[config.mk]
export PLATFORM = sky130hd
export DESIGN_NAME = wb_bus_router
export DESIGN_NICKNAME = d
export VERILOG_FILES = /design/src/rtl/wb_bus_router_pkg.sv /design/src/rtl/wb_timeout_ctr.sv /design/src/rtl/wb_bus_router.sv
export SDC_FILE = /design/constraint.sdc
export NUM_CORES = 1
export LEC_CHECK = 0
export ABC_AREA = 1
export ABC_CLOCK_PERIOD_IN_PS = 1400
export BUFFER_PORTS_ARGS = -buffer_cell sky130_fd_sc_hd__buf_2
export CAP_MARGIN = 20
export CORE_ASPECT_RATIO = 1.4
export CORE_UTILIZATION = 40
export CTS_BUF_LIST = sky130_fd_sc_hd__clkbuf_4
export DETAILED_ROUTE_END_ITERATION = 12
export PLACE_DENSITY = 0.85
export SETUP_SLACK_MARGIN = 0.02
export SLEW_MARGIN = 0
export SYNTH_ARGS = -nofsm -noshare
export SYNTH_HDL_FRONTEND = slang
export SYNTH_HIERARCHICAL = 1
export SYNTH_SLANG_ARGS = --single-unit
[constraint.sdc]
create_clock -name clk -period 1.4 [get_ports clk]
set_input_delay 0.28 -clock clk [delete_from_list [all_inputs] [get_ports clk]]
set_output_delay 0.28 -clock clk [all_outputs]
set_load 0.1 [all_outputs]
[src/rtl/wb_bus_router_pkg.sv]
// +----------------------------------------------------------------------+
// | wb_bus_router_pkg : shared state encoding and slot map for the router |
// | Rev 1.0                                                               |
// +----------------------------------------------------------------------+
`default_nettype none

package wb_bus_router_pkg;

  typedef enum logic [1:0] {
    ST_IDLE   = 2'd0,
    ST_ACTIVE = 2'd1,
    ST_RESP   = 2'd2
  } router_state_t;

  // Fill bit for read data returned alongside an error response.
  localparam logic WB_ERR_DATA = 1'b0;

  // Default slot assignment of the peripheral set.
  localparam int unsigned SLOT_PCFG  = 0;
  localparam int unsigned SLOT_MQ    = 1;
  localparam int unsigned SLOT_SSTEP = 2;
  localparam int unsigned SLOT_CNTR  = 3;

endpackage

`default_nettype wire

[src/rtl/wb_timeout_ctr.sv]
// +----------------------------------------------------------------------+
// | wb_timeout_ctr : counts ACTIVE cycles, flags the last permitted cycle |
// | Rev 1.0                                                               |
// +----------------------------------------------------------------------+
`default_nettype none

module wb_timeout_ctr #(
  parameter int TIMEOUT = 16
) (
  input  logic clk,
  input  logic rst_n,
  input  logic clear,
  input  logic enable,
  output logic expired
);

  localparam int CNT_W = $clog2(TIMEOUT);
  localparam logic [CNT_W-1:0] LAST = CNT_W'(TIMEOUT - 1);

  logic [CNT_W-1:0] count;

  always_ff @(posedge clk or negedge rst_n) begin
    if (!rst_n) begin
      count <= '0;
    end else if (clear) begin
      count <= '0;
    end else if (enable && (count != LAST)) begin
      count <= count + 1'b1;
    end
  end

  assign expired = (count == LAST);

endmodule

`default_nettype wire

[src/rtl/wb_bus_router.sv]
// +----------------------------------------------------------------------+
// | wb_bus_router : registered Wishbone 1-master / N-slave router with    |
// |                 unmapped/timeout errors, abort and error counter      |
// | Rev 1.0                                                               |
// +----------------------------------------------------------------------+
`default_nettype none

module wb_bus_router
  import wb_bus_router_pkg::*;
#(
  parameter int NUM_SLAVES = 4,
  parameter int ADDR_W     = 7,
  parameter int SLV_ADDR_W = 4,
  parameter int DATA_W     = 32,
  parameter int TIMEOUT    = 16,
  parameter int ERRCNT_W   = 8
) (
  input  logic                         clk,
  input  logic                         rst_n,
  input  logic                         wb_stb_i,
  input  logic                         wb_cyc_i,
  input  logic                         wb_we_i,
  input  logic [ADDR_W-1:0]            wb_adr_i,
  input  logic [DATA_W-1:0]            wb_dat_i,
  output logic [DATA_W-1:0]            wb_dat_o,
  output logic                         wb_ack_o,
  output logic                         wb_err_o,
  output logic [NUM_SLAVES-1:0]        s_wb_stb_o,
  output logic [NUM_SLAVES-1:0]        s_wb_cyc_o,
  output logic                         s_wb_we_o,
  output logic [SLV_ADDR_W-1:0]        s_wb_adr_o,
  output logic [DATA_W-1:0]            s_wb_dat_o,
  input  logic [NUM_SLAVES*DATA_W-1:0] s_wb_dat_i,
  input  logic [NUM_SLAVES-1:0]        s_wb_ack_i,
  output logic [ERRCNT_W-1:0]          err_count
);

  localparam int SLOT_W = ADDR_W - SLV_ADDR_W;

  router_state_t state, state_nxt;

  logic [SLOT_W-1:0]     req_slot;
  logic [NUM_SLAVES-1:0] req_onehot;
  logic                  req_mapped;
  logic                  sel_ack;
  logic [DATA_W-1:0]     sel_rdata;
  logic                  tmo_expired;

  logic [NUM_SLAVES-1:0] stb_nxt;
  logic                  ack_nxt;
  logic                  err_nxt;
  logic [DATA_W-1:0]     dat_nxt;
  logic                  load_req;
  logic                  ctr_clear;

  assign req_slot = wb_adr_i[ADDR_W-1:SLV_ADDR_W];

  // A slot index with no populated slave decodes to all-zero, i.e. unmapped.
  always_comb begin
    req_onehot = '0;
    for (int k = 0; k < NUM_SLAVES; k++) begin
      if (req_slot == SLOT_W'(k)) begin
        req_onehot[k] = 1'b1;
      end
    end
  end

  assign req_mapped = |req_onehot;

  // Only the selected slave's ack and data count; the strobe register is the selector.
  assign sel_ack = |(s_wb_ack_i & s_wb_stb_o);

  always_comb begin
    sel_rdata = '0;
    for (int k = 0; k < NUM_SLAVES; k++) begin
      if (s_wb_stb_o[k]) begin
        sel_rdata = sel_rdata | s_wb_dat_i[k*DATA_W +: DATA_W];
      end
    end
  end

  wb_timeout_ctr #(
    .TIMEOUT (TIMEOUT)
  ) u_timeout_ctr (
    .clk     (clk),
    .rst_n   (rst_n),
    .clear   (ctr_clear),
    .enable  (state == ST_ACTIVE),
    .expired (tmo_expired)
  );

  always_ff @(posedge clk or negedge rst_n) begin
    if (!rst_n) begin
      state <= ST_IDLE;
    end else begin
      state <= state_nxt;
    end
  end

  always_comb begin
    state_nxt = state;
    stb_nxt   = '0;
    ack_nxt   = 1'b0;
    err_nxt   = 1'b0;
    dat_nxt   = '0;
    load_req  = 1'b0;
    ctr_clear = 1'b0;
    unique case (state)
      ST_IDLE: begin
        if (wb_cyc_i && wb_stb_i && !wb_ack_o && !wb_err_o) begin
          load_req = 1'b1;
          if (req_mapped) begin
            state_nxt = ST_ACTIVE;
            stb_nxt   = req_onehot;
            ctr_clear = 1'b1;
          end else begin
            state_nxt = ST_RESP;
            err_nxt   = 1'b1;
            dat_nxt   = {DATA_W{WB_ERR_DATA}};
          end
        end
      end
      ST_ACTIVE: begin
        stb_nxt = s_wb_stb_o;
        // Abort beats ack, and ack beats timeout.
        if (!wb_cyc_i) begin
          state_nxt = ST_IDLE;
          stb_nxt   = '0;
        end else if (sel_ack) begin
          state_nxt = ST_RESP;
          stb_nxt   = '0;
          ack_nxt   = 1'b1;
          dat_nxt   = s_wb_we_o ? '0 : sel_rdata;
        end else if (tmo_expired) begin
          state_nxt = ST_RESP;
          stb_nxt   = '0;
          err_nxt   = 1'b1;
          dat_nxt   = {DATA_W{WB_ERR_DATA}};
        end
      end
      ST_RESP: begin
        state_nxt = ST_IDLE;
      end
      default: begin
        state_nxt = ST_IDLE;
      end
    endcase
  end

  always_ff @(posedge clk or negedge rst_n) begin
    if (!rst_n) begin
      s_wb_stb_o <= '0;
      wb_ack_o   <= 1'b0;
      wb_err_o   <= 1'b0;
      wb_dat_o   <= '0;
      s_wb_we_o  <= 1'b0;
      s_wb_adr_o <= '0;
      s_wb_dat_o <= '0;
      err_count  <= '0;
    end else begin
      s_wb_stb_o <= stb_nxt;
      wb_ack_o   <= ack_nxt;
      wb_err_o   <= err_nxt;
      wb_dat_o   <= dat_nxt;
      if (load_req) begin
        s_wb_we_o  <= wb_we_i;
        s_wb_adr_o <= wb_adr_i[SLV_ADDR_W-1:0];
        s_wb_dat_o <= wb_dat_i;
      end
      if (err_nxt && (err_count != {ERRCNT_W{1'b1}})) begin
        err_count <= err_count + 1'b1;
      end
    end
  end

  assign s_wb_cyc_o = s_wb_stb_o;

endmodule

`default_nettype wire

# --- Word level (Yosys, flattened, before mapping) ---
# Cells that the tools add are included.
op_classes:
  n_eq_ne: 9
  reduce_logical: 13
  muxes: 40
  addsub: 2
  n_bitwise: 4
op_table:
  columns: ["cell", "count"]
  rows:
  - ["$mux 32", 8]
  - ["$or 32x32->32", 3]
  - ["$mux 4", 7]
  - ["$mux 1", 17]
  - ["$mux 2", 5]
  - ["$add 8x1->8 const B", 1]
  - ["$ne 4x4->1 const B", 2]
  - ["$ne 8x8->1 const B", 1]
  - ["$pmux 4 s2", 1]
  - ["$reduce_or 4->1", 2]
  - ["$eq 3x2->1 const B", 2]
  - ["$logic_and 1x1->1", 5]
  - ["$add 4x1->4 const B", 1]
  - ["$and 4x4->4", 1]
  - ["$eq 4x4->1 const B", 1]
  - ["$pmux 2 s2", 1]
  - ["$eq 3x1->1 const B", 1]
  - ["$logic_not 3->1", 1]
  - ["$eq 2x1->1 const B", 1]
  - ["$logic_not 1->1", 2]
  - ["$logic_not 2->1", 1]
  - ["$ne 2x2->1 const B", 1]
  - ["$pmux 1 s2", 1]
  - ["$reduce_and 2->1", 1]
  - ["$reduce_bool 2->1", 1]
totals:
  out_inout_bits: 87
  wordCells: 78
  regBits: 89
  in_bits: 176

# --- Logic depth before layout (Yosys ltp) ---
# Gate-level depths: netlist (run 1).
depth:
  ltp_word: 11
  mapped_depth: 10
  mapped_depth_nobuf: 10

# --- By module ---
# Netlist (run 1), hierarchy kept.
modules_own_cells:
  columns: ["module", "cells_per_inst", "area_each_um2", "seq_area_each_um2", "instances"]
  rows:
  - ["wb_bus_router", 492, 4101.4, 2127.0, 1]
  - ["wb_timeout_ctr", 29, 225.2, 100.1, 1]

# --- Worst setup path before layout (run 1) ---
# OpenSTA, ideal clock, no wires.
synth_timing:
  kind: "reg-to-reg"
  startpoint: "register err_count[1]"
  endpoint: "register err_count[6]"
  required_time_ps: 1333
  path_buffers: 0
  synth_period_minus_slack_ps: 2077
  arrival_ps: 2010
  setup_slack_ps: -677
  setup_ps: 67
  path_stages_with_launch: 8
  path_cell_list: "dfrtp_1 > ha_1 > nand3_2 > nor2_4 > nand3_4 > nand2_4 > nand2_1 > nand2_1"
synth_between:
  elab_chain_cells: 2
  elab_cells_between_ends: 3
  cone_classes: "1 x add/sub; 1 x eq/ne; 1 x reduce/logical"
synth_rtl:
  columns: ["element", "line_no", "source"]
  rows:
  - ["start, declared", "wb_bus_router.sv:35", "output logic [ERRCNT_W-1:0] err_count"]
  - ["start signal, assigned", "wb_bus_router.sv:171", "err_count <= err_count + 1'b1;"]
  - ["branches (longest 2 deep; another with $add 8x1->8)", null, null]
# Parallel ways; which one is timed is not known.
# A chain may end at the register's enable or synchronous reset.

# --- Worst setup path after layout (run 1) ---
layout_timing:
  startpoint: "register s_wb_stb_o[1], in the netlist s_wb_cyc_o[1]"
  endpoint: "register wb_dat_o[12]"
layout_between:
  elab_chain_cells: 9
  elab_cells_between_ends: 11
  cone_classes: "7 x mux; 3 x bitwise; 1 x reduce/logical"
layout_rtl:
  columns: ["element", "line_no", "source"]
  rows:
  - ["start, declared", "wb_bus_router.sv:28", "output logic [NUM_SLAVES-1:0] s_wb_stb_o,"]
  - ["start signal, assigned", "wb_bus_router.sv:161", "s_wb_stb_o <= stb_nxt;"]
  - ["$mux 32", "wb_bus_router.sv:76", "if (s_wb_stb_o[k]) begin"]
  - ["$or 32x32->32", "wb_bus_router.sv:77", "sel_rdata = sel_rdata | s_wb_dat_i[k*DATA_W +: DATA_W];"]
  - ["$mux 32", "wb_bus_router.sv:76", null]
  - ["$or 32x32->32", "wb_bus_router.sv:77", null]
  - ["$mux 32", "wb_bus_router.sv:76", null]
  - ["$mux 32", "wb_bus_router.sv:133", "dat_nxt = s_wb_we_o ? '0 : sel_rdata;"]
  - ["$mux 32 (*)", "wb_bus_router.sv:129", "end else if (sel_ack) begin"]
  - ["$mux 32 (*)", "wb_bus_router.sv:126", "if (!wb_cyc_i) begin"]
  - ["$mux 32 (*)", null, null]
  - ["net dat_nxt[12]", "wb_bus_router.sv:52", "logic [DATA_W-1:0] dat_nxt;"]
  - ["end signal, assigned", "wb_bus_router.sv:164", "wb_dat_o <= dat_nxt;"]
  - ["end, declared", "wb_bus_router.sv:25", "output logic [DATA_W-1:0] wb_dat_o,"]
# The timed path passes the listed nets; every way through them passes the cells marked *.

==> impl_metrics.py, run 1 <==
metrics = {
    "timing": {
        "min_period_over_period_pct": 113.6,
        "setup_viol": 100,
        "skew_ps": 32.12,
        "relSlewSlack_pct": 75.69,
        "setup_ws_ps": -189.7,
        "hold_viol_final": 0,
        "rsz0062_at_grt": "yes",
        "min_period_ps": 1590,
        "tightest_slew_ps": 364.7,
        "slew_violations": 0,
        "fmaxAchievable_mhz": 629.0,
    },
    "yosys": {
        "synthXorXnorAreaFrac_pct": 0.8097,
        "synth_edf_count": 0,
        "synth-main-ff-cell": "dfrtp_1",
        "ys_top_cells_by_area": "dfrtp_1, nand2_1, a221oi_1",
        "synth_area_leader_cell": "dfrtp_1",
        "synth_compound_area_share_pct": 7.519,
        "synthMuxAreaShare_pct": 0,
        "synth-seq-area-share_pct": 51.47,
        "synth_top_area_share_pct": 51.47,
        "ys_warn_count": 6,
        "syn_inst": 521,
        "synth_area_sq_um": 4327,
        "avgSynthCellArea_sq_um": 8.305,
        "yosys.area_share.simple_pct": 33.29,
        "synthAdderAreaFrac_pct": 0.5784,
        "synth_top_family_by_area": "simple AND/OR/NAND/NOR gates",
        "synthesis.nets": 699,
        "ys_seq_elements": 89,
        "async_flop_share_pct": 100.0,
        "synth.distinct_cells": 29,
    },
    "finish": {
        "ff_latch_area_sq_um": 2263,
        "stdcell_area_sq_um": 8064,
        "layout_common_cells": "nand2_1, buf_2, dfrtp_1",
        "area_growth_syn_to_layout_pct": 86.38,
        "nFillCells": 648,
        "nets": 1021,
        "final_common_cell": "nand2_1",
        "drive_gt1_share_pct": 49.41,
        "multi_input_area_sq_um": 1994,
    },
    "floorplanning": {
        "initial_core_util_pct": 41.36,
        "io_pins": 263,
        "die-width_um": 89.90,
        "dieArea_sq_um": 11240,
        "die_y_um": 125.1,
        "fp.coreArea_sq_um": 10460,
        "num_rows": 44,
    },
    "clock_tree": {
        "cts_tree": "yes",
        "clk_pin_slew_ps": 180,
        "cts_buffer_depth": 2,
        "clock-sinks": 89,
        "clk-insertion-delay-late_ps": 470,
        "root_buffer": "clkbuf_4",
        "cts_inserted_buffers": 9,
        "htreeDepth": 3,
    },
    "power_and_ir_drop": {
        "totalPowerFinal_mw": 11.74,
        "p_seq_share_pct": 30.4,
        "clkPwrFrac_pct": 13.4,
        "switchingPower_mw": 5.754,
        "internal_power_mw": 5.988,
        "ir_worst_vdd_v": 0.001913,
        "powerDensity_nw_per_um2": 1456,
        "pwr-share-comb_pct": 56.1,
        "p_leak_nw": 4.230,
        "swShare_pct": 49.00,
    },
    "routing": {
        "vias": 5249,
        "wire_per_inst_um": 19.05,
        "wirelength_um": 18830,
        "via_per_inst": 5.313,
        "dr.pass1.iters": 7,
        "drtIter0Drc": 260,
        "drc": 0,
        "ant_nets": 0,
    },
    "place": {
        "dpl-instance-area_sq_um": 6260,
        "gp_congestion": 0.8440,
        "io_buffers": 262,
        "dp_hpwl_um": 10220,
    },
    "grt": {
        "grt_use_total_pct": 29.12,
        "grt_pass1_vias": 5011,
        "antenna_found_initial": 2,
        "gr-total-overflow": 0,
        "grt_pass1_wl_um": 25390,
        "grt_start_max_net_pins": 38,
    },
    "status": {
        "status": "finished, violations left",
        "violations": "setup timing",
    },
    "critical_path": {
        "path_cells": "buf_4, nand2_4, nand2_4, nor2_8, buf_12, nor2_8, nand2_8, clkbuf_16, nor2_1",
        "slowest_stage": "dfrtp_4",
        "cp_max_fo": 6,
        "worstSetupEndpointType": "flop",
        "arrival_ps": 1980,
        "worstSetupPathType": "flop to flop",
        "cp_slowest_stage_delay_ps": 470,
        "start_kind": "flop",
        "worst_ep_required_time_ps": 1790,
    },
    "job": {
        "cap_violations": 0,
    },
    "hold_path": {
        "hp-class": "input pin to flop",
    },
}
[sequential cells by signal, summed over array words and instances, names as in the netlist]
| name | cells |
|---|---|
| s_wb_adr_o | 4 |
| err_count | 8 |
| u_timeout_ctr/count | 4 |
| s_wb_cyc_o | 4 |
| wb_err_o | 1 |
| wb_ack_o | 1 |
| state | 2 |
| wb_dat_o | 32 |
| s_wb_we_o | 1 |
| s_wb_dat_o | 32 |
[through the flow]
step | utilization [%] | instances | setup TNS, ps | hold WS [ps] | setup slack, ps
final | 77.09 | 988 | -8607 | 22.81 | -189.7
after global routing | 77.09 | 988 | -12380 | 2.497 | -205.5
after CTS | 70.39 | 963 | -4417 | 2.349 | -180.8
after detailed placement | 59.84 | 914 | -26.59 | 219.2 | -10.55
after global placement | 59.84 | 914 | 0 | 214.0 | 39.81
after floorplan | - | 521 | -5586 | -15.59 | -159.9
[logic make-up after synthesis]
| group | count (synthesis) |
|---|---|
| XOR/XNOR | 4 |
| AO/OA/AOI/OAI | 41 |
| flip-flops | 89 |
| AND/OR/NAND/NOR | 335 |
| buffers and inverters | 50 |
| adder cells (fa/ha/maj) | 2 |
[worst max-delay path, delay by kind of cell, from the launching register on]
kind	cells	cell delay, ps
AND/OR/NAND/NOR	6	610
flip-flops	1	470
buffers and inverters	3	440
[what timing repair did]
action / 4_1_cts / 5_1_grt
endpoints found under the setup margin: 92 / 158
gates resized for setup: 170 / 109
hold buffers: 3 / 0
gates cloned: 5 / 5
pin swaps: 4 / 6
buffers inserted: 25 / 19
endpoints found under the hold margin: 23 / 0
[Yosys cell counts (2+ instances only)]
| cell type | number |
|---|---|
| nand2_1 | 254 |
| dfrtp_1 | 89 |
| nor2_1 | 41 |
| a221oi_1 | 32 |
| nand3_1 | 18 |
| inv_1 | 16 |
| buf_2 | 12 |
| buf_6 | 7 |
| clkbuf_1 | 6 |
| nand2_4 | 6 |
| o21ai_0 | 6 |
| buf_4 | 5 |
| inv_2 | 3 |
| nor2_4 | 3 |
| a21oi_1 | 2 |
| ha_1 | 2 |
| nand2_2 | 2 |
| nand3_2 | 2 |
| nand4_1 | 2 |
| nor2_8 | 2 |
| xnor2_1 | 2 |
| xor2_1 | 2 |
[cell type report]
type                            count  area share (%)
Antenna cell                        2         0.06206
Multi-Input combinational cell    382           24.73
Sequential cell                    89           28.07
Clock buffer                        9          0.8379
Clock inverter                      7           1.055
Inverter                           20           1.117
Tap cell                          138           2.141
Timing Repair Buffer              341           41.99
[path summary, 6_finish.rpt]
kind                       slack (ps)  cells after the start            from              to
hold / removal                     20                      3    wb_dat_i[25]  s_wb_dat_o[25]
min in group asynchronous         250                      2           rst_n   s_wb_dat_o[0]
setup reg to reg                 -190                      9   s_wb_cyc_o[1]    wb_dat_o[12]
hold reg to reg                   550                      2  s_wb_dat_o[28]  s_wb_dat_o[28]
max in group asynchronous         620                      3           rst_n    wb_dat_o[19]
setup / recovery                 -190                      9   s_wb_cyc_o[1]    wb_dat_o[12]
[layer usage]
layer	routed length [um]	vias to the layer above	track usage (%)
met5	0	-	0
met4	1191	0	15.28
met3	1635	107	6.448
met2	9628	379	51.27
met1	6370	2448	32.87
li1	-	2315	-
[power by group through the flow]
stage	Combinational [mW]	Clock (mW)	Sequential (mW)
final	6.59	1.58	3.57
after CTS	5.75	1.58	3.45
after detailed placement	4.91	0	3.42
after global routing	6.79	1.71	3.60
after global placement	4.85	0	3.41
after floorplan	0.807	0	6.25
Note: power is estimated with default switching activity, not from simulation.
==> run 2: changes to the inputs <==
- ABC_AREA: 1 -> default
- BUFFER_PORTS_ARGS: -buffer_cell sky130_fd_sc_hd__buf_2 -> default
- CORE_AREA: default -> 2 2 103 105
- CORE_ASPECT_RATIO: 1.4 -> default
- CORE_UTILIZATION: 40 -> default
- DIE_AREA: default -> 0 0 105 107
- DONT_BUFFER_PORTS: default -> 1
- PLACE_DENSITY: 0.85 -> 0.64
==> run 2 against run 1 <==
  * The run ends with hold timing, setup timing left
  * Hold slack got worse by 550 ps
  * Combinational power shrank 14%
  * Cell area rose by 3.4%
  * First-iteration DRC count is 26% higher
  * Fmax fell by 9.6%
  * Sequential share of layout area fell by 0.80 points
  * Routed wire length rose by 3.2%
  * Register-to-register slack got worse by 170 ps
  * Critical path type unchanged
==> impl_metrics.py, run 2 <==
metrics = {
    "status": {
        "status": "finished, violations left",
        "violations": "hold timing, setup timing",
    },
    "critical_path": {
        "r2r_setup_slack_ps": -360,
        "worst_ep_required_time_ps": 1780,
        "cp_max_fo": 3,
        "arrival_ps": 2140,
        "start_kind": "flop",
        "worstSetupPathType": "flop to flop",
        "worstSetupEndpointType": "flop",
    },
    "yosys": {
        "synth_area_leader_cell": "dfrtp_1",
        "synth.distinct_cells": 42,
        "ys_top_cells_by_count": "dfrtp_1, a22oi_1, mux2_2",
        "ys_seq_elements": 89,
        "async_flop_share_pct": 100.0,
        "avgSynthCellArea_sq_um": 12.82,
        "synth_top_area_share_pct": 53.78,
        "synthesis.nets": 501,
        "ys_top_cells_by_area": "dfrtp_1, a22oi_1, mux2_2",
        "synth_edf_count": 0,
        "synth_area_sq_um": 4141,
        "synth-seq-area-share_pct": 53.78,
        "synth-main-ff-cell": "dfrtp_1",
        "ys_warn_count": 6,
        "synth_most_common_cell": "dfrtp_1",
        "syn_inst": 323,
    },
    "routing": {
        "vias": 4162,
        "via_per_inst": 5.887,
        "ant_nets": 0,
        "wirelength_um": 19420,
        "wire_per_inst_um": 27.47,
        "drc": 0,
        "drtIter0Drc": 328,
        "dr.pass1.iters": 5,
    },
    "grt": {
        "gr-total-overflow": 0,
        "antenna_found_initial": 0,
        "grt_pass1_vias": 4473,
        "grt_use_total_pct": 32.40,
        "grt_start_max_net_pins": 90,
        "grt_pass1_wl_um": 26700,
    },
    "timing": {
        "hold_viol_final": 89,
        "min_period_over_period_pct": 125.6,
        "min_period_ps": 1758,
        "fmaxAchievable_mhz": 568.9,
        "setup_viol": 105,
        "fin_tns_setup_ps": -21500,
        "rsz0062_at_grt": "yes",
        "slew_violations": 0,
        "skew_ps": 19.18,
        "fin_hold_ws_ps": -529.9,
        "setup_ws_ps": -357.9,
        "relSlewSlack_pct": 73.21,
        "tightest_slew_ps": 401.9,
    },
    "hold_path": {
        "hp-class": "input pin to async pin",
    },
    "finish": {
        "layout_top_registers": "s_wb_dat_o x32, wb_dat_o x32, err_count x8",
        "stdcell_area_sq_um": 8341,
        "nets": 744,
        "final_common_cell": "dlygate4sd3_1",
        "antenna-diode-count": 0,
        "layout_common_cells": "dlygate4sd3_1, buf_12, dfrtp_1",
        "area_growth_syn_to_layout_pct": 101.4,
        "nFillCells": 489,
        "drive_gt1_share_pct": 50.79,
    },
    "floorplanning": {
        "die_y_um": 107,
        "initial_core_util_pct": 41.04,
        "io_pins": 263,
        "fp.coreArea_sq_um": 10090,
        "dieArea_sq_um": 11240,
        "num_rows": 37,
        "die-width_um": 105,
    },
    "clock_tree": {
        "clock-sinks": 89,
        "cts_inserted_buffers": 9,
        "clk_pin_slew_ps": 170,
        "htreeDepth": 3,
        "clk-insertion-delay-late_ps": 470,
        "root_buffer": "clkbuf_4",
        "cts_tree": "yes",
        "cts_buffer_depth": 2,
    },
    "power_and_ir_drop": {
        "ir_worst_vdd_v": 0.001530,
        "powerDensity_nw_per_um2": 1304,
        "p_leak_nw": 3.375,
    },
    "place": {
        "io_buffers": 0,
        "dp_hpwl_um": 8955,
        "gp_congestion": 0.8349,
        "dpl-instance-area_sq_um": 5201,
    },
    "job": {
        "cap_violations": 0,
    },
}
run 2: changes by cell type in the layout (fill, tap and decap cells not counted), sizes merged, moves of 5 or more:
cell         previous run  this run
a21oi                   2        39
buf                   331       140
nand2                 263         8
nand3                  21         3
mux2                    0        45
clkbuf                 14         9
a221oi                 32         0
dlygate4sd3             3       114
o21ai                   7         1
a22oi                   0        66
inv                    22         4
nor2                   47         3
run 2: layout make-up:
type                            count  area, sq um  share of cell area [%]
Clock inverter                      7        111.4                   1.335
Timing Repair Buffer              260         3670                   44.00
Clock buffer                        9        67.56                  0.8101
Inverter                            1        3.754                 0.04500
Multi-Input combinational cell    205         2043                   24.50
Tap cell                          136        170.2                   2.040
Sequential cell                    89         2275                   27.27
run 2: final timing paths:
kind	startpoint	to	depth (start not counted)
min in group clk	s_wb_dat_i[82]	wb_dat_o[18]	2
hold / removal	rst_n	s_wb_dat_o[1]	0
setup reg to reg	u_timeout_ctr/count[1]	err_count[3]	6
hold reg to reg	state[1]	state[1]	1
max in group asynchronous	rst_n	s_wb_cyc_o[0]	0
setup / recovery	u_timeout_ctr/count[1]	err_count[3]	6
run 2: per-layer routing:
layer  GRT usage [%]  part of all wire (%)  wire length (um)  vias to the layer above
li1                -                     -                 -                     1708
met1           36.23                    34              6583                     2105
met2           54.87                    53             10220                      274
met3           9.605                   8.9              1731                       75
met4           19.14                   4.6               888                        0
met5               0                     0                 0                        -
run 2: through the flow:
stage	utilization [%]	hold WS, ps	worst slack [ps]	total power [mW]	instances
finish	82.64	-529.9	-357.9	10.87	707
global route	82.64	-590.8	-435.3	11.17	707
CTS	78.96	-575.0	-321.9	10.55	700
detailed placement	51.54	-14.02	-349.1	7.524	543
global placement	51.54	-14.10	-258.2	7.455	543
floorplan	-	-15.59	-416.9	6.492	323
run 2: what timing repair did:
action | in CTS | in global routing
hold endpoints to repair | 159 | 91
setup buffers | 18 | 9
cloned | 11 | 0
hold buffers | 112 | 2
pin swaps | 7 | 13
endpoints found under the setup margin | 174 | 173
gates resized for setup | 236 | 72
run 2: kinds of logic after synthesis:
logic type               after synthesis  synth area share [%]
AO/OA/AOI/OAI                        113                 21.21
XOR/XNOR                               1                0.2115
adder cells (fa/ha/maj)                2                0.6041
buffers and inverters                 29                 4.018
flip-flops                            89                 53.78
multiplexers                          46                 13.47
AND/OR/NAND/NOR                       43                 6.707
run 2: where the power goes:
part	total (mW)	switching [mW]	internal, mW
sequential	3.41	0.420	2.99
combinational	5.64	3.37	2.27
clock	1.82	1.05	0.768
run 2: critical path, cell delays in order, from the launching register on:
cell and delay (ps):
dfrtp_1 380, ha_2 190, and3_4 190, and3_1 140
nand4_1 220, a21boi_2 240, mux2_4 320
==> run 3: changes to the inputs <==
- CELL_PAD_IN_SITES_DETAIL_PLACEMENT: default -> 0
- CELL_PAD_IN_SITES_GLOBAL_PLACEMENT: default -> 1
- CORE_AREA: 2 2 103 105 -> 2 2 102 104
- DIE_AREA: 0 0 105 107 -> 0 0 104 106
- PLACE_DENSITY: 0.64 -> 0.79
- SYNTH_HIERARCHICAL: 1 -> default
==> run 3 against run 2 <==
  * The run still ends with hold timing, setup timing left
  * Highest routed layer unchanged
  * Critical path depth down 2
  * Non-clock buffer count decreased by 74
  * Critical path type unchanged
  * Die area is 1.9% lower
  * Routed wire length is 23% lower
  * Clock skew is 6.1 ps higher
  * Final cell count down 11%
  * Largest power group unchanged
  * Fmax fell by 17%
==> impl_metrics.py, run 3 <==
metrics = {
    "critical_path": {
        "crit_cells": 4,
        "worstSetupPathType": "flop to flop",
        "cp_max_fo": 6,
        "arrival_ps": 2450,
        "start_kind": "flop",
        "cp_slowest_stage_delay_ps": 570,
        "worst_ep_required_time_ps": 1730,
        "path_buf_inv": 0,
        "path_cells": "or3b_4, or4b_4, a211oi_2, mux2_4",
        "r2r_cells": 4,
        "slowest_stage": "or4b_4",
        "worstSetupEndpointType": "flop",
        "critical_path.top_delay_family": "simple AND/OR/NAND/NOR gates",
    },
    "timing": {
        "fin_tns_setup_ps": -36630,
        "fin_hold_ws_ps": -502.1,
        "fmaxAchievable_mhz": 472.0,
        "rsz0062_at_grt": "yes",
        "relSlewSlack_pct": 78.33,
        "tightest_slew_ps": 325.0,
        "skew_ps": 25.31,
        "min_period_ps": 2119,
        "setup_viol": 99,
        "min_period_over_period_pct": 151.3,
        "hold_viol_final": 89,
        "setup_ws_ps": -718.7,
        "slew_violations": 0,
    },
    "yosys": {
        "avgSynthCellArea_sq_um": 12.08,
        "synth_most_common_cell": "dfrtp_1",
        "synth_top_area_share_pct": 56.89,
        "ys_seq_elements": 89,
        "synth_area_sq_um": 3915,
        "synth.distinct_cells": 35,
        "synthesis.nets": 502,
        "async_flop_share_pct": 100.0,
        "ys_warn_count": 0,
        "synth-seq-area-share_pct": 56.89,
        "synth_edf_count": 0,
        "synth-main-ff-cell": "dfrtp_1",
        "ys_top_cells_by_area": "dfrtp_1, a22oi_1, mux2_2",
        "syn_inst": 324,
        "synth_area_leader_cell": "dfrtp_1",
        "ys_top_cells_by_count": "dfrtp_1, a22oi_1, a21oi_1, mux2_2, clkbuf_1",
    },
    "power_and_ir_drop": {
        "powerDensity_nw_per_um2": 1512,
        "p_leak_nw": 2.864,
        "ir_worst_vdd_v": 0.001287,
    },
    "finish": {
        "layout_common_cells": "dfrtp_1, a22oi_1, buf_12",
        "multi_input_area_sq_um": 1861,
        "stdcell_area_sq_um": 6967,
        "area_growth_syn_to_layout_pct": 77.95,
        "fin_util_pct": 69.67,
        "ff_latch_area_sq_um": 2255,
        "nets": 669,
        "layout_top_registers": "s_wb_dat_o x32, wb_dat_o x32, err_count x8",
        "drive_gt1_share_pct": 54.44,
        "nFillCells": 660,
        "final_common_cell": "dfrtp_1",
        "antenna-diode-count": 0,
    },
    "place": {
        "io_buffers": 0,
        "gp_congestion": 0.7969,
        "dp_hpwl_um": 8222,
        "dpl-instance-area_sq_um": 5154,
    },
    "routing": {
        "drt-met1-wl_um": 5759,
        "drc": 0,
        "highest_layer": "met4",
        "dr.pass1.iters": 4,
        "drtIter0Drc": 211,
        "wl_met3_um": 914,
        "ant_nets": 0,
        "via_per_inst": 5.660,
        "wirelength_um": 15010,
        "wire_per_inst_um": 23.75,
        "vias": 3577,
        "met2WireLength_um": 8105,
    },
    "status": {
        "violations": "hold timing, setup timing",
        "status": "finished, violations left",
    },
    "clock_tree": {
        "htreeDepth": 3,
        "root_buffer": "clkbuf_4",
        "cts_tree": "yes",
        "clk_pin_slew_ps": 190,
        "clock-sinks": 89,
        "clk-insertion-delay-late_ps": 440,
        "cts_inserted_buffers": 9,
        "cts_hold_buf": 40,
        "cts_buffer_depth": 2,
    },
    "floorplanning": {
        "die-width_um": 104,
        "initial_core_util_pct": 39.15,
        "fp.coreArea_sq_um": 10000,
        "die_y_um": 106,
        "dieArea_sq_um": 11020,
        "io_pins": 263,
        "num_rows": 37,
    },
    "grt": {
        "grt_start_max_net_pins": 90,
        "grt_use_total_pct": 25.94,
        "gr-total-overflow": 0,
        "grt_pass1_vias": 3827,
        "grt_pass1_wl_um": 21800,
        "antenna_found_initial": 0,
    },
    "job": {
        "cap_violations": 0,
    },
    "hold_path": {
        "hp-class": "input pin to async pin",
    },
}
run 3: cell count changes after synthesis, moves of 11 or more:
cell / change
a21oi_1: +28
a21oi_2: -30
clkbuf_1: +11
mux2_4: -11
run 3: timing repair:
item                                   4_1_cts  5_1_grt
endpoints found under the hold margin      132       89
gates cloned                                 7        0
gates resized for setup                    133       71
pin swaps                                    2        5
buffers inserted                            17       13
setup endpoints to repair                  153      150
run 3: per-layer routing:
metal	up-vias	track usage (%)
li1	1549	-
met3	18	6.070
met2	183	46.80
met4	0	5.985
met1	1827	31.55
met5	-	0
run 3: cells by family (layout without fill, tap and decap cells):
group / Yosys count / after routing / share of synthesized area [%]
DFF: 89 / 89 / 56.89
and+or+nand+nor: 41 / 41 / 5.785
adders and majority gates: 2 / 2 / 0.6391
xor gates and xnor gates: 3 / 3 / 0.6713
muxes: 41 / 41 / 11.79
buffers and inverters: 32 / 204 / 3.547
AOI/OAI and AO/OA: 116 / 116 / 20.68
run 3: final cells by class:
| type | count | area share [%] |
|---|---|---|
| repair buffers | 186 | 36.17 |
| flip-flops and latches | 89 | 32.36 |
| multi-input cells | 203 | 26.71 |
| well taps | 136 | 2.443 |
| clock inverters | 7 | 1.239 |
| clock buffers | 9 | 0.9698 |
| inverters | 2 | 0.1078 |
run 3: path summary, 6_finish.rpt:
path | to | slack [ps] | startpoint
min in group clk | wb_dat_o[23] | 40 | s_wb_dat_i[87]
worst min-delay path | s_wb_dat_o[7] | -500 | rst_n
worst max-delay path | err_count[7] | -720 | wb_ack_o
max in group asynchronous | s_wb_dat_o[14] | 1700 | rst_n
worst max register to register | err_count[7] | -720 | wb_ack_o
worst min register to register | s_wb_dat_o[18] | 550 | s_wb_dat_o[18]
run 3: metrics by stage:
step	instances	worst slack, ps	power (mW)
after detailed placement	541	-790.0	7.855
after CTS	621	-707.1	10.09
after global placement	541	-768.6	7.748
after floorplan	324	-870.1	6.547
final	632	-718.7	10.54
after global routing	632	-799.6	10.87
run 3: report_power, final:
part           internal (mW)  leakage, nW  switching [mW]
Clock                  0.586       0.0810           0.987
Combinational           2.10         1.65            3.44
Sequential              2.99         1.13           0.440
